**config.mk**
```make
export PLATFORM = sky130hd
export DESIGN_NAME = frame_scanout_flat
export DESIGN_NICKNAME = d
export VERILOG_FILES = /design/src/rtl/frame_scanout_if.sv /design/src/rtl/frame_scanout.sv /design/src/flat_wrapper.sv
export SDC_FILE = /design/constraint.sdc
export NUM_CORES = 1
export LEC_CHECK = 0
export ABC_CLOCK_PERIOD_IN_PS = 5430
export CORE_ASPECT_RATIO = 0.7
export CORE_MARGIN = 4
export CORE_UTILIZATION = 47
export DETAILED_ROUTE_END_ITERATION = 10
export GPL_TIMING_DRIVEN = 1
export MAX_ROUTING_LAYER = met4
export PLACE_DENSITY = 0.86
export SLEW_MARGIN = 25
export SYNTH_ARGS = -nofsm -noshare
export SYNTH_HDL_FRONTEND = slang
export SYNTH_SLANG_ARGS = --single-unit
```
**constraint.sdc**
```tcl
create_clock -name Clk -period 5.43 [get_ports Clk]
set_input_delay 1.086 -clock Clk [delete_from_list [all_inputs] [get_ports Clk]]
set_output_delay 1.086 -clock Clk [all_outputs]
set_load 0.03 [all_outputs]
```
**src/rtl/frame_scanout_if.sv**
```systemverilog
// Frame-buffer read port: registered address and read strobe out, read data back RD_LAT cycles later.
interface frame_scanout_if #(
    parameter int ADDR_W = 20,
    parameter int PIX_W  = 8
);
    logic [ADDR_W-1:0] frame_rdAddress;
    logic              rd_en;
    logic [PIX_W-1:0]  frame_output;

    modport master (output frame_rdAddress, output rd_en, input frame_output);
    modport slave  (input frame_rdAddress, input rd_en, output frame_output);
endinterface

```
**src/rtl/frame_scanout.sv**
```systemverilog
// Double-buffered frame-buffer scanout: raster coordinate to read address, read-latency-aligned colour
// expansion, and a vblank-synchronised front/back buffer swap.
module frame_scanout #(
    parameter int          H_ACTIVE = 640,
    parameter int          V_ACTIVE = 480,
    parameter int          SCALE    = 1,
    parameter int          PIX_W    = 8,
    parameter int          ADDR_W   = 20,
    parameter int          RD_LAT   = 1,
    parameter int unsigned BASE0    = 0,
    parameter int unsigned BASE1    = 307200,
    parameter int          MODE     = 0
) (
    input  logic              Clk,
    input  logic              reset_n,
    input  logic              pixel_en,
    input  logic [9:0]        DrawX,
    input  logic [9:0]        DrawY,
    input  logic              Display,
    frame_scanout_if.master   fb,
    input  logic              swap_req,
    output logic              swap_ack,
    output logic              front_sel,
    output logic [ADDR_W-1:0] back_base,
    output logic              frame_start,
    output logic [7:0]        Red,
    output logic [7:0]        Green,
    output logic [7:0]        Blue
);
    localparam int unsigned       SHIFT   = (SCALE == 4) ? 2 : (SCALE == 2) ? 1 : 0;
    localparam int unsigned       LINE_W  = H_ACTIVE >> SHIFT;
    localparam logic [ADDR_W-1:0] LINE_A  = ADDR_W'(LINE_W);
    localparam logic [ADDR_W-1:0] BASE0_A = ADDR_W'(BASE0);
    localparam logic [ADDR_W-1:0] BASE1_A = ADDR_W'(BASE1);
    localparam logic [10:0]       H_LIM   = 11'(H_ACTIVE);
    localparam logic [10:0]       V_LIM   = 11'(V_ACTIVE);

    typedef enum logic {IDLE, PENDING} swap_state_t;

    swap_state_t       r_state;
    logic              r_front_sel;
    logic              r_swap_ack;
    logic [ADDR_W-1:0] r_back_base;
    logic [ADDR_W-1:0] r_addr;
    logic              r_rd_en;
    logic              r_frame_start;
    logic [RD_LAT:0]   r_tag_vld;
    logic [RD_LAT:0]   r_tag_act;
    logic [7:0]        r_red;
    logic [7:0]        r_green;
    logic [7:0]        r_blue;

    logic              w_active;
    logic              w_vblank_start;
    logic [ADDR_W-1:0] w_base;
    logic [ADDR_W-1:0] w_row;
    logic [ADDR_W-1:0] w_col;
    logic [ADDR_W-1:0] w_addr;
    logic [7:0]        w_c;
    logic [7:0]        w_r;
    logic [7:0]        w_g;
    logic [7:0]        w_b;

    assign w_active       = pixel_en && Display && ({1'b0, DrawX} < H_LIM) && ({1'b0, DrawY} < V_LIM);
    assign w_vblank_start = pixel_en && ({1'b0, DrawY} == V_LIM) && (DrawX == '0);

    // Power-of-two scale factors make the divide a shift; the sum wraps naturally at ADDR_W bits.
    assign w_base = r_front_sel ? BASE1_A : BASE0_A;
    assign w_row  = ADDR_W'(DrawY >> SHIFT);
    assign w_col  = ADDR_W'(DrawX >> SHIFT);
    assign w_addr = w_base + w_row * LINE_A + w_col;

    assign w_c = fb.frame_output[7:0];

    always_comb begin
        w_r = w_c;
        w_g = w_c;
        w_b = w_c;
        if (MODE == 0) begin
            w_r = {w_c[7:5], w_c[7:5], w_c[7:6]};
            w_g = {w_c[4:2], w_c[4:2], w_c[4:3]};
            w_b = {w_c[1:0], w_c[1:0], w_c[1:0], w_c[1:0]};
        end
    end

    // The tag pipeline shifts every clock so output timing is independent of pixel_en spacing.
    always_ff @(posedge Clk or negedge reset_n) begin
        if (!reset_n) begin
            r_addr        <= BASE0_A;
            r_rd_en       <= 1'b0;
            r_frame_start <= 1'b0;
            r_tag_vld     <= '0;
            r_tag_act     <= '0;
            r_red         <= '0;
            r_green       <= '0;
            r_blue        <= '0;
        end else begin
            r_rd_en       <= w_active;
            r_frame_start <= pixel_en && (DrawX == '0) && (DrawY == '0);
            r_tag_vld     <= {r_tag_vld[RD_LAT-1:0], pixel_en};
            r_tag_act     <= {r_tag_act[RD_LAT-1:0], w_active};
            if (w_active) begin
                r_addr <= w_addr;
            end
            if (r_tag_vld[RD_LAT]) begin
                if (r_tag_act[RD_LAT]) begin
                    r_red   <= w_r;
                    r_green <= w_g;
                    r_blue  <= w_b;
                end else begin
                    r_red   <= '0;
                    r_green <= '0;
                    r_blue  <= '0;
                end
            end
        end
    end

    // Leaving PENDING ignores swap_req, so a request still high during the swap is consumed by it.
    always_ff @(posedge Clk or negedge reset_n) begin
        if (!reset_n) begin
            r_state     <= IDLE;
            r_front_sel <= 1'b0;
            r_swap_ack  <= 1'b0;
            r_back_base <= BASE1_A;
        end else begin
            r_swap_ack  <= 1'b0;
            r_back_base <= r_front_sel ? BASE0_A : BASE1_A;
            case (r_state)
                IDLE: begin
                    if (swap_req) begin
                        r_state <= PENDING;
                    end
                end
                PENDING: begin
                    if (w_vblank_start) begin
                        r_state     <= IDLE;
                        r_front_sel <= ~r_front_sel;
                        r_swap_ack  <= 1'b1;
                    end
                end
                default: r_state <= IDLE;
            endcase
        end
    end

    assign fb.frame_rdAddress = r_addr;
    assign fb.rd_en           = r_rd_en;
    assign swap_ack           = r_swap_ack;
    assign front_sel          = r_front_sel;
    assign back_base          = r_back_base;
    assign frame_start        = r_frame_start;
    assign Red                = r_red;
    assign Green              = r_green;
    assign Blue               = r_blue;
endmodule

```
**src/flat_wrapper.sv**
```systemverilog
// flat-port wrapper written by rule: the top's interface ports become plain ports
module frame_scanout_flat 
#(
    parameter int          H_ACTIVE = 640,
    parameter int          V_ACTIVE = 480,
    parameter int          SCALE    = 1,
    parameter int          PIX_W    = 8,
    parameter int          ADDR_W   = 20,
    parameter int          RD_LAT   = 1,
    parameter int unsigned BASE0    = 0,
    parameter int unsigned BASE1    = 307200,
    parameter int          MODE     = 0
)
  (Clk, reset_n, pixel_en, DrawX, DrawY, Display, swap_req, swap_ack, front_sel, back_base, frame_start, Red, Green, Blue, fb_frame_rdAddress, fb_rd_en, fb_frame_output);
  frame_scanout_if #(.ADDR_W(ADDR_W), .PIX_W(PIX_W)) fb_i ();
  input  logic Clk;
  input  logic reset_n;
  input  logic pixel_en;
  input  logic [9:0] DrawX;
  input  logic [9:0] DrawY;
  input  logic Display;
  input  logic swap_req;
  output logic swap_ack;
  output logic front_sel;
  output logic [ADDR_W-1:0] back_base;
  output logic frame_start;
  output logic [7:0] Red;
  output logic [7:0] Green;
  output logic [7:0] Blue;
  output wire logic [$bits(fb_i.frame_rdAddress)-1:0] fb_frame_rdAddress;
  output wire logic [$bits(fb_i.rd_en)-1:0] fb_rd_en;
  input wire logic [$bits(fb_i.frame_output)-1:0] fb_frame_output;
  assign fb_frame_rdAddress = fb_i.frame_rdAddress;
  assign fb_rd_en = fb_i.rd_en;
  assign fb_i.frame_output = fb_frame_output;
  frame_scanout #(.H_ACTIVE(H_ACTIVE), .V_ACTIVE(V_ACTIVE), .SCALE(SCALE), .PIX_W(PIX_W), .ADDR_W(ADDR_W), .RD_LAT(RD_LAT), .BASE0(BASE0), .BASE1(BASE1), .MODE(MODE)) u_core (.Clk(Clk), .reset_n(reset_n), .pixel_en(pixel_en), .DrawX(DrawX), .DrawY(DrawY), .Display(Display), .fb(fb_i), .swap_req(swap_req), .swap_ack(swap_ack), .front_sel(front_sel), .back_base(back_base), .frame_start(frame_start), .Red(Red), .Green(Green), .Blue(Blue));
endmodule
```
==> impl_metrics.yaml <==
critical_path:
  path_cells: "clkdlybuf4s50_1, ha_1, ha_1, fa_1, xor2_1, ha_1, and4_1, o21ai_1, a2111oi_1, o21ai_0, xor2_1, o21ai_1"
  slowest_delay_ps: 510
  start_kind: "primary input"
  cp_top_family: "adder cells"
  r2r_end: "u_core.fb.frame_rdAddress[17]$_DFFE_PN0P_"
  path_buf_inv: 1
  crit_slowest_cell: "clkdlybuf4s50_1"
  r2r-start: "u_core.front_sel$_DFFE_PN0P_"
  critical_path.most_common_cell: "ha_1"
  crit_arrival_ps: 4350
  cp-end-kind: "register"
  rrSetupSlack_ps: 3260
  crit_path_max_fanout: 4
  reg2regPathDepth: 7
  criticalPathCategory: "primary input to register"
  required_ps: 5650
route:
  postRouteAntennaNets: 0
  drt-total-wl_mm: 5.693
  vias: 2015
  vias_per_cell: 4.951
  wire_per_inst_um: 13.99
  dr.pass1.iters: 5
  first_iter_violations: 82
  drc: 0
global_routing:
  overflow: 0
  grt_pass1_vias: 1919
  grt_pass1_wl_mm: 9.080
  grt_max_degree: 38
  antenna_found_initial: 0
  track_usage_pct: 18.81
timing:
  final-max-slew-violation-count: 0
  hold_viol_final: 0
  relSlewSlack_pct: 47.12
  rsz0062_at_grt: "no"
  finalSetupTns_ps: 0
  fmax_ghz: 0.2418
  min_period_ps: 4135
  post-route-period-util_pct: 76.15
  clock_skew_ps: 6.106
  tightest_slew_ps: 793.2
  setup_viol: 0
power_and_ir_drop:
  power.density_mw_per_mm2: 317.5
  peakVddDrop_uv: 162.0
  leakage_nw: 1.474
cts:
  holdBufCountCts: 0
  clkLatencyLatePin_ps: 290
  cts.repair.resized: 0
  cts_sinks: 37
  cts_tree: "yes"
  cts_setup_buffers: 0
  cts_buffer_depth: 2
  cts-root-buf: "clkbuf_8"
  htree_levels: 2
  clk_pin_slew_ps: 70
  numCtsBuffers: 5
finish:
  final_common_cell: "clkdlybuf4s50_1"
  fin_nets: 395
  final_layout_size_suffix_gt1_share_pct: 5.917
  synthToLayoutAreaGrowth_pct: 33.27
  finish.utilization_pct: 66.92
  diodes: 0
  final_cell_mix: "clkdlybuf4s50_1 (83), nand2_1 (40), dfrtp_1 (36), ha_1 (23), o21ai_0 (22)"
job:
  cap_violations: 0
min_path:
  whs_endpoint: "u_core.r_tag_vld[1]$_DFF_PN0_"
  hold_class: "register to register"
  min-delay-start: "u_core.r_tag_vld[0]$_DFF_PN0_"
  hold_depth: 0
synth:
  yosysSeqAreaShare_pct: 37.58
  synth_area_per_cell_sq_um: 9.105
  ys_ff_latch: 37
  synth-edff-count: 0
  syn_area_sq_mm: 0.002467
  synth-main-ff-cell: "dfrtp_1"
  synth_cell_types: 44
  yosysWarnings: 0
  syn_inst: 271
  synthArstFlopShare_pct: 100.0
floorplanning:
  die_width_um: 94.60
  design.die.area_sq_mm: 0.006491
  io_pins: 101
  start_util_pct: 50.22
  rows: 21
  core_area_sq_mm: 0.004913
  die_h_um: 68.62
placement:
  numPortBuffers: 84
  dpl.hpwl_mm: 4.701
  place_congestion: 0.8072
run_status:
  status: "completed"
-- state kept, by name, summed over array words and instances (netlist names) --
register / cells
u_core.Blue: 2
u_core.back_base: 1
u_core.frame_start: 1
u_core.Green: 3
u_core.r_tag_vld: 2
u_core.r_tag_act: 2
u_core.Red: 3
u_core.front_sel: 1
u_core.fb.frame_rdAddress: 20
u_core.swap_ack: 1
u_core.r_state: 1
-- cells by family (layout without fill, tap and decap cells) --
| group | after synthesis | after routing | synth area share (%) |
|---|---|---|---|
| compound gates | 46 | 46 | 12.27 |
| xor+xnor | 13 | 13 | 4.615 |
| fa+ha+maj | 25 | 25 | 13.29 |
| buf+inv | 58 | 110 | 14.15 |
| flops | 37 | 37 | 37.58 |
| mux | 1 | 1 | 0.4057 |
| other cells | 1 | 16 | 0.1520 |
| simple gates | 90 | 90 | 17.55 |
-- power breakdown --
| group | internal (W) | leakage (nW) | switching (W) | total (W) |
|---|---|---|---|---|
| combinational | 0.000187 | 0.952 | 0.000260 | 0.000447 |
| sequential | 0.000322 | 0.465 | 0.0000281 | 0.000350 |
| clock | 0.000149 | 0.0574 | 0.0000977 | 0.000247 |
-- metal layers --
layer | vias up | share of wire (%) | routed length, um | GRT usage (%)
li1 | 1005 | - | - | -
met1 | 922 | 48 | 2712 | 26.47
met2 | 82 | 43 | 2450 | 26.95
met3 | 6 | 8.3 | 470 | 4.338
met4 | 0 | 1.0 | 59 | 5.935
met5 | - | 0 | 0 | -
-- worst max-delay path by stage --
stage	startpoint	endpoint	slack [ps]	cells after the start
after CTS	DrawY[1]	u_core.fb.frame_rdAddress[17]$_DFFE_PN0P_	1330	12
after global placement	DrawY[1]	u_core.fb.frame_rdAddress[18]$_DFFE_PN0P_	1180	12
final	DrawY[1]	u_core.fb.frame_rdAddress[17]$_DFFE_PN0P_	1300	12
after floorplan	DrawY[1]	u_core.fb.frame_rdAddress[18]$_DFFE_PN0P_	1790	11
after detailed placement	DrawY[1]	u_core.fb.frame_rdAddress[17]$_DFFE_PN0P_	1040	12
after global routing	DrawY[1]	u_core.fb.frame_rdAddress[17]$_DFFE_PN0P_	1090	12
-- Yosys cell counts (all sizes together) (2+ instances only) --
master,instances,area [sq um]
nand2,40,150.1
dfrtp,36,900.9
buf,35,262.8
o21ai,26,130.1
ha,23,287.8
inv,17,63.81
nand3,12,60.06
nor2,12,45.04
a21oi,7,46.30
xnor2,7,61.31
clkbuf,6,22.52
xor2,6,52.55
nor3,4,20.02
nor4,4,25.02
a21o,3,22.52
or2,3,18.77
a2111oi,2,25.02
fa,2,40.04
nand4,2,12.51
nor2b,2,12.51
or4,2,15.01
-- stage by stage --
step	area [sq um]	hold slack [ps]	std cells	setup slack (ps)	total power (W)
floorplan	2524	331.2	286	1787	0.0006406
global placement	3168	333.0	399	1179	0.0007881
detailed placement	3168	336.3	399	1044	0.0008024
CTS	3288	356.1	407	1334	0.001052
global route	3288	364.5	407	1093	0.001108
finish	3288	356.0	407	1295	0.001044
-- layout make-up --
class,count,area (sq um)
clock buffer,6,82.58
clock inverter,2,37.54
fill,406,1625
inverter,17,63.81
multi-input combinational,191,1247
sequential,37,927.1
tap,69,86.33
timing repair buffer,85,843.3
Power figures use the tool's default switching activity.
